--- src/rtl/fir_sched_pkg.sv ---
// Shared types and constants for the two-channel FIR MAC scheduler.
// Imported by the arbiter and the scheduler top.
package fir_sched_pkg;

  localparam int NUM_CH       = 2;
  localparam int DEF_NUM_TAPS = 16;
  localparam int DEF_TAP_W    = 4;

  typedef enum logic [1:0] {
    IDLE = 2'd0,
    LOAD = 2'd1,
    MAC  = 2'd2,
    DONE = 2'd3
  } state_t;

  function automatic logic [NUM_CH-1:0] ch_onehot(input logic ch);
    return ch ? 2'b10 : 2'b01;
  endfunction

endpackage

--- src/rtl/rr_arbiter_2.sv ---
// Two-requester round-robin grant, purely combinational.
// The last-served channel is held by the parent.
module rr_arbiter_2
  import fir_sched_pkg::*;
(
  input  logic [NUM_CH-1:0] pending,
  input  logic              last_served,
  output logic              grant_valid,
  output logic              grant_ch
);

  // A lone request wins; on a tie the channel not served last wins.
  always_comb begin
    grant_valid = |pending;
    grant_ch    = (&pending) ? ~last_served : pending[1];
  end

endmodule

--- src/rtl/fir_mac_scheduler.sv ---
// Control sequencer sharing one FIR MAC datapath between two channels.
// Every output is a registered Moore decode of the sequencer state.
module fir_mac_scheduler
  import fir_sched_pkg::*;
#(
  parameter int NUM_TAPS = DEF_NUM_TAPS,
  parameter int TAP_W    = DEF_TAP_W
) (
  input  logic              Clock,
  input  logic              GlobalReset,
  input  logic [NUM_CH-1:0] srdyi,
  input  logic              clr_ovr,
  output logic              ch_sel,
  output logic [NUM_CH-1:0] shift_en,
  output logic [TAP_W-1:0]  coeff_sel,
  output logic              sum_rst,
  output logic              sum_en,
  output logic [NUM_CH-1:0] srdyo,
  output logic              busy,
  output logic [NUM_CH-1:0] overrun
);

  localparam logic [TAP_W-1:0] LAST_TAP = TAP_W'(NUM_TAPS - 1);

  state_t            state;
  logic [NUM_CH-1:0] pending;
  logic [NUM_CH-1:0] clr_pend;
  logic              last_served;
  logic              grant_valid;
  logic              grant_ch;

  rr_arbiter_2 u_arb (
    .pending     (pending),
    .last_served (last_served),
    .grant_valid (grant_valid),
    .grant_ch    (grant_ch)
  );

  // Pending bit consumed on the edge that starts that channel's LOAD.
  always_comb begin
    clr_pend = '0;
    if ((state == IDLE || state == DONE) && grant_valid)
      clr_pend = ch_onehot(grant_ch);
  end

  // Sample capture and sticky overrun; a new strobe beats any clear.
  always_ff @(posedge Clock) begin
    if (GlobalReset) begin
      pending <= '0;
      overrun <= '0;
    end else begin
      pending <= srdyi | (pending & ~clr_pend);
      overrun <= (srdyi & pending & ~clr_pend) |
                 (overrun & ~{NUM_CH{clr_ovr}});
    end
  end

  // Job sequencer: grant, LOAD, NUM_TAPS MAC cycles, DONE.
  always_ff @(posedge Clock) begin
    if (GlobalReset) begin
      state       <= IDLE;
      last_served <= 1'b1;
      ch_sel      <= 1'b0;
      shift_en    <= '0;
      coeff_sel   <= '0;
      sum_rst     <= 1'b0;
      sum_en      <= 1'b0;
      srdyo       <= '0;
      busy        <= 1'b0;
    end else begin
      shift_en  <= '0;
      coeff_sel <= '0;
      sum_rst   <= 1'b0;
      sum_en    <= 1'b0;
      srdyo     <= '0;
      busy      <= 1'b1;
      unique case (state)
        IDLE, DONE: begin
          if (grant_valid) begin
            state       <= LOAD;
            ch_sel      <= grant_ch;
            last_served <= grant_ch;
            shift_en    <= ch_onehot(grant_ch);
            sum_rst     <= 1'b1;
          end else begin
            state <= IDLE;
            busy  <= 1'b0;
          end
        end
        LOAD: begin
          state  <= MAC;
          sum_en <= 1'b1;
        end
        MAC: begin
          if (coeff_sel == LAST_TAP) begin
            state <= DONE;
            srdyo <= ch_onehot(ch_sel);
          end else begin
            sum_en    <= 1'b1;
            coeff_sel <= coeff_sel + TAP_W'(1);
          end
        end
        default: state <= IDLE;
      endcase
    end
  end

endmodule
--- config.mk ---
export PLATFORM = sky130hd
export DESIGN_NAME = fir_mac_scheduler
export DESIGN_NICKNAME = d
export VERILOG_FILES = /design/src/rtl/fir_sched_pkg.sv /design/src/rtl/rr_arbiter_2.sv /design/src/rtl/fir_mac_scheduler.sv
export SDC_FILE = /design/constraint.sdc
export NUM_CORES = 1
export LEC_CHECK = 0
export ABC_AREA = 0
export CORE_MARGIN = 5
export CORE_UTILIZATION = 32
export DETAILED_ROUTE_END_ITERATION = 8
export DONT_BUFFER_PORTS = 1
export GPL_TIMING_DRIVEN = 0
export SLEW_MARGIN = 20
export SYNTH_ARGS = -nofsm -noshare
export SYNTH_HDL_FRONTEND = slang
export SYNTH_SLANG_ARGS = --single-unit
--- constraint.sdc ---
create_clock -name Clock -period 1.3 [get_ports Clock]
set_input_delay 0.39 -clock Clock [delete_from_list [all_inputs] [get_ports Clock]]
set_output_delay 0.39 -clock Clock [all_outputs]
set_load 0.02 [all_outputs]
After elaboration in Yosys (flattened, before gate mapping)

Index checks and enable logic that the tools add are counted.

Add/sub/neg operators: 1
$mul: 0
Divide/modulo/power cells: 0
$lt $le $gt $ge: 0
Equal/unequal tests: 5
Shift operators: 0
Mux-type cells: 11
Bitwise operators: 13
Reduce and logical (&&, ||, !) cells: 11

Operators by type and width:

| operator                                                               | count |
|---|---|
| 3-bit OR reduction                                                     | 3 |
| 2-bit AND                                                              | 4 |
| 2-bit two-way mux                                                      | 4 |
| 2-bit case mux with 3 select lines                                     | 1 |
| 2-bit OR reduction                                                     | 3 |
| 1-bit two-way mux                                                      | 5 |
| 1-bit NOT                                                              | 5 |
| 4-bit by 1-bit adder with 4-bit output (second input constant)         | 1 |
| 2-bit equality test (second input constant)                            | 2 |
| 4-bit equality test (second input constant)                            | 1 |
| 2-bit NOT                                                              | 2 |
| 2-bit OR                                                               | 2 |
| 2-bit AND reduction                                                    | 2 |
| 2-bit by 1-bit equality test with 1-bit output (second input constant) | 1 |
| 2-bit zero test                                                        | 1 |
| 2-bit != test (second input constant)                                  | 1 |
| 1-bit case mux with 2 select lines                                     | 1 |
| 1-bit logical AND                                                      | 1 |
| 1-bit logical OR                                                       | 1 |

Bits in registers: 19
Latch bits: 0
RAM bits: 0
Bits in read-only memories: 0
Input bits: 5
Output and inout port bits: 14
Word-level logic and storage cells: 52
Memories kept: 0

Logic depth before layout (Yosys ltp)

Word-level depth: 7
Gate-level depth with buffers: 5
Gate-level depth less buffers: 5

By module

Synthesis repeated with hierarchy kept, for this count alone.

Cell total of the unflattened synthesis: 69
Area total of the unflattened synthesis: 681.9 um^2

Modules (own cells, without submodules):

| module            | times used | cells an instance | area each (um^2) | seq. area each (um^2) |
|---|---|---|---|---|
| fir_mac_scheduler | 1          | 67                | 668.1            | 380.4 |
| rr_arbiter_2      | 1          | 2                 | 13.8             | 0.0 |

Least setup slack after synthesis

Ideal clock, no wire load.

Path type: register to register
Start: register coeff_sel[0]
End: register state[0]
Library setup time: 0.086 ns
Arrival time: 1.213 ns
Data required time: 1.214 ns
Setup slack: 0.002 ns
Stages on the path, launching flop included: 5
Buffers on the path: 0
Period minus slack after synthesis: 1.298 ns
Cell sequence: dfxtp_1 > ha_1 > nand3_4 > a31o_1 > a211oi_1

Word-level cells in the longest chain between the ends: 2

Ends and longest elaborated chain:

| what                           | RTL line                 | source |
|---|---|---|
| start, declared                | fir_mac_scheduler.sv:15  | `output logic [TAP_W-1:0] coeff_sel,` |
| start signal, assigned         | fir_mac_scheduler.sv:100 | `coeff_sel <= coeff_sel + TAP_W'(1);` |
| 4-bit equality test            | fir_mac_scheduler.sv:95  | `if (coeff_sel == LAST_TAP) begin` |
| 2-bit != test (no source line) | n/a                      |  |
| end signal, assigned           | fir_mac_scheduler.sv:91  | `state <= MAC;` |
| end signal, assigned           | fir_mac_scheduler.sv:96  | `state <= DONE;` |
| end signal, assigned           | fir_mac_scheduler.sv:103 | `default: state <= IDLE;` |
| end, declared                  | fir_mac_scheduler.sv:25  | `state_t state;` |

Every way passes these cells.
A chain may end at the register's enable or synchronous reset.

Final worst setup path

Start: register state[0]
End: register pending[1]

Word-level cells in the longest chain between the ends: 7
Elaborated cells between the ends (all ways): 8
Those cells by class: eq/ne: 1; mux: 1; bitwise: 3; reduce/logical: 3

Ends and longest elaborated chain:

| what                                                          | RTL line                | source |
|---|---|---|
| start signal, assigned                                        | fir_mac_scheduler.sv:61 | `state <= IDLE;` |
| start signal, assigned                                        | fir_mac_scheduler.sv:80 | `state <= LOAD;` |
| start signal, assigned                                        | fir_mac_scheduler.sv:86 | `state <= IDLE;` |
| 2-bit equality test / 2-bit zero test (equally long branches) | fir_mac_scheduler.sv:42 | `if ((state == IDLE \|\| state == DONE) && grant_valid)` |
| 1-bit logical OR (*)                                          | fir_mac_scheduler.sv:42 |  |
| 1-bit logical AND (*)                                         | fir_mac_scheduler.sv:42 |  |
| 2-bit two-way mux (*)                                         | fir_mac_scheduler.sv:42 |  |
| 2-bit NOT (*)                                                 | fir_mac_scheduler.sv:52 | `pending <= srdyi \| (pending & ~clr_pend);` |
| 2-bit AND (*)                                                 | fir_mac_scheduler.sv:52 |  |
| 2-bit OR (*)                                                  | fir_mac_scheduler.sv:52 |  |
| end signal, assigned                                          | fir_mac_scheduler.sv:52 |  |
| end, declared                                                 | fir_mac_scheduler.sv:26 | `logic [NUM_CH-1:0] pending;` |

Mark *: on every way between the ends. The rest lies on a longest branch, timed or not.

==> impl_summary.txt <==
----------------------------------------------------
[Floorplan]
  DIE HEIGHT ... around 57 um
  Die area ... 3259 um^2
  Die Wd ... 57.09 um
  Initial Utilization ... 0.3270
  Row Count ... 17
  IO Count ... 19
  Core area ... 2170 um^2

[Timing]
  Remaining max-slew budget at the tightest pin ... 0.7735
  Achievable Freq ... 0.7995 GHz
  Skew final ... 0.005807 ns
  Hold Violations, Final ... 0
  Final Hold Slack ... 0.2109 ns
  Period utilization ... 0.9621
  Max-slew violation count ... 0
  Number of endpoints failing setup at the final stage ... 0
  Slew at the pin with the worst max-slew slack ... around 0.34 ns
  Minimum clock period after layout ... 1.251 ns

[Worst setup path]
  Startpoint Class ... flop
  Setup slack on the worst flop-to-flop path ... 0.05 ns
  Worst setup path startpoint ... state[0]$_SDFFE_PP0P_
  Data required time at the worst endpoint ... 1.49 ns
  Worst flop-to-flop path endpoint ... pending[1]$_SDFF_PP0_
  Critical path fanouts, max ... 7
  R2r startpoint ... state[0]$_SDFFE_PP0P_
  Worst Setup End Kind ... flop
  Depth of the most critical reg-to-reg path ... 5
  Kind of critical path ... flop to flop
  Capture point of the critical path ... pending[1]$_SDFF_PP0_
  CP Data Arrival Time ... 1.44 ns

[Power and ir drop]
  Cell area power density ... between 1500 and 2000 nW/um^2
  VDD IR-drop max ... approximately 0.00096 V
  Total leakage power ... 0.3009 nW
  Seq pwr share ... 0.547
  Logic gate share of total power ... 0.264
  Part of the total power dissipated in the clock network ... 0.189
  Power spent charging and discharging nets ... between 0.5 and 0.6 mW
  Cell-internal power ... 0.9786 mW
  Switching part of the total ... 0.3558

[Synthesis]
  Post-Syn Area ... between 700 and 800 um^2
  Post-Syn Nets ... 82
  Yosys Warn Count ... 0
  Number of register bits inferred by synthesis ... 19
  Number of unique standard cell types used by synthesis ... 26
  Sequential fraction of the synthesis area ... 0.5362
  Average size of a mapped cell ... 9.587 um^2
  Number of instances in the synthesized netlist ... 74

[Finish]
  Most common cell after layout, fill and taps aside ... dfxtp_1
  Number of nets in the finished design ... 87
  Area growth, synth to finish ... 15.87%
  Post-route cell area ... 822.0 um^2
  Final std cells w/o fill ... 106
  Commonest cells after routing, fill and taps aside ... 15 x dfxtp_1, 7 x inv_1, 6 x a21oi_1, 6 x nor2_1, 5 x nand2_1
  ANT cells ... 0
  Layout cell share with drive strength beyond 1 ... 0.2179

[Global routing]
  Number of global-route vias before repair ... 522
  Pin count of the biggest net entering global routing ... 12
  Antenna violations before repair ... 0
  Global-route wire length before repair ... 2.366 mm
  Global routing usage summed across all routing layers ... 0.09159
  Overflow after GRT ... 0

[Placement]
  Final weighted congestion in routability-driven placement ... 0.7128
  Port Buf Inserts ... 0
  Inst Count DP ... 102
  DP Wirelength ... 975.6 um
  Standard cell area after detailed placement ... between 700 and 800 um^2

[Detailed routing]
  Via total after detailed routing ... 527
  Detail Route Antenna Nets ... 0
  DR vias/cell ... slightly below 5
  Avg WL per Cell ... ~14 um
  Number of optimization iterations in the first detailed-route pass ... 4
  Count of routing violations after the opening detailed-route iteration ... 4
  Remaining DRCs ... 0
  Sum of routed wire length over all layers ... 1.433 mm

[CTS]
  Worst-path clk slew ... 0.10 ns
  TritonCTS clock tree ... built
  Clock Sinks ... 19
  Buffer levels on the longest clock path ... 2
  Hold buffer count at cts ... 0
  Number of CTS-inserted buffers ... 3
  CTS H-tree lvls ... 1
  Clk Tree Root Cell ... clkbuf_4
  Clock insertion delay at the later pin of the skew report ... 0.29 ns

[Outcome]
  Status ... complete, no violations

[Flow run]
  MaxCap Viol Count ... 0

[Worst hold path]
  Path type of the worst min-delay path ... input port to flop

----------------------------------------------------
[power groups by stage]
stage	registers [mW]	clock network (mW)	logic, mW
after detailed placement	0.832	0	0.326
after CTS	0.826	0.306	0.389
after floorplan	0.811	0	0.270
after global routing	0.846	0.337	0.455
final	0.831	0.287	0.401
after global placement	0.831	0	0.320
[layout make-up]
cell class	count	area (um^2)
Buffer	2	8.758
Clock buffer	3	22.52
Clock inverter	1	5.005
Fill cell	234	1348
Inverter	7	26.28
Multi-Input combinational cell	46	334.1
Sequential cell	19	390.4
Tap cell	28	35.03
[sequential cells by signal, summed over array words and instances, names as in the netlist]
name and count:
overrun 2, srdyo 2, state 2, busy 1, coeff_sel 4, last_served 1, pending 2, sum_rst 1
shift_en 2, ch_sel 1, sum_en 1
[layer usage]
metal | track usage | vias up | share of wire
met2 | 0.1338 | 22 | 0.44
li1 | - | 261 | -
met1 | 0.1108 | 244 | 0.44
met3 | 0.07014 | 0 | 0.12
met5 | 0 | - | 0
met4 | 0.009934 | 0 | 0
[stage by stage]
| stage | utilization | total power, mW | TNS, ns | setup slack [ns] |
|---|---|---|---|---|
| after detailed placement | 0.3431 | 1.158 | -0.2881 | -0.1551 |
| after global placement | 0.3431 | 1.151 | -0.2148 | -0.08034 |
| after floorplan | - | 1.081 | 0 | 0.001717 |
| after global routing | 0.3789 | 1.638 | -0.02751 | -0.02751 |
| final | 0.3789 | 1.519 | 0 | 0.04921 |
| after CTS | 0.3714 | 1.521 | 0 | 0.03131 |
[critical path, cell delays in order, from the launching register on]
cell and delay (ns):
dfxtp_2 0.35, inv_1 0.07, ha_4 0.30, a21bo_2 0.24, a21oi_2 0.14, nor2_1 0.04
[cell families after synthesis]
family,Yosys count,synth area share
XOR/XNOR,2,0.02470
AO/OA/AOI/OAI,16,0.1446
adder cells (fa/ha/maj),3,0.05292
buffers and inverters,9,0.04938
flip-flops,19,0.5361
AND/OR/NAND/NOR,25,0.1923
[worst min-delay path by stage]
stage,start,endpoint,slack [ns],cells past startpoint
detailed placement,state[1]$_SDFFE_PP0P_,state[1]$_SDFFE_PP0P_,0.50,2
finish,srdyi[1],pending[1]$_SDFF_PP0_,0.21,2
global route,srdyi[1],pending[1]$_SDFF_PP0_,0.22,2
floorplan,state[1]$_SDFFE_PP0P_,state[1]$_SDFFE_PP0P_,0.47,2
global placement,state[1]$_SDFFE_PP0P_,state[1]$_SDFFE_PP0P_,0.48,2
CTS,srdyi[1],pending[1]$_SDFF_PP0_,0.21,2
[synth_stat cells]
cell      count  area [um^2]
and3_2        1        7.510
a311oi_1      1        8.760
nor3_1        3        15.01
xor2_1        1        8.760
o31ai_1       1        7.510
nand3_4       1        17.52
o21ai_0       2        10.01
nand3_1       2        10.01
inv_1         7        26.28
a211oi_1      1        7.510
a21o_1        1        7.510
o211ai_1      1        7.510
a21oi_1       7        35.03
nand3b_1      1        7.510
nor2b_1       2        12.51
ha_1          3        37.54
a21bo_2       1        10.01
a31o_1        1        8.760
xnor2_1       1        8.760
nor2_1        6        22.52
buf_2         1        5.000
dfxtp_1      19        380.4
nand2b_1      1        6.260
clkbuf_1      1        3.750
nor4_1        3        18.77
nand2_1       5        18.77
[timing repair]
| action | 4_1_cts | 5_1_grt |
|---|---|---|
| hold endpoints to repair | 0 | 0 |
| pin swaps | 0 | 1 |
| setup endpoints to repair | 6 | 5 |
| buffers inserted | 0 | 0 |
| resized for setup | 10 | 4 |
| cloned | 0 | 0 |
No activity file was read; power rests on OpenSTA's default activity.
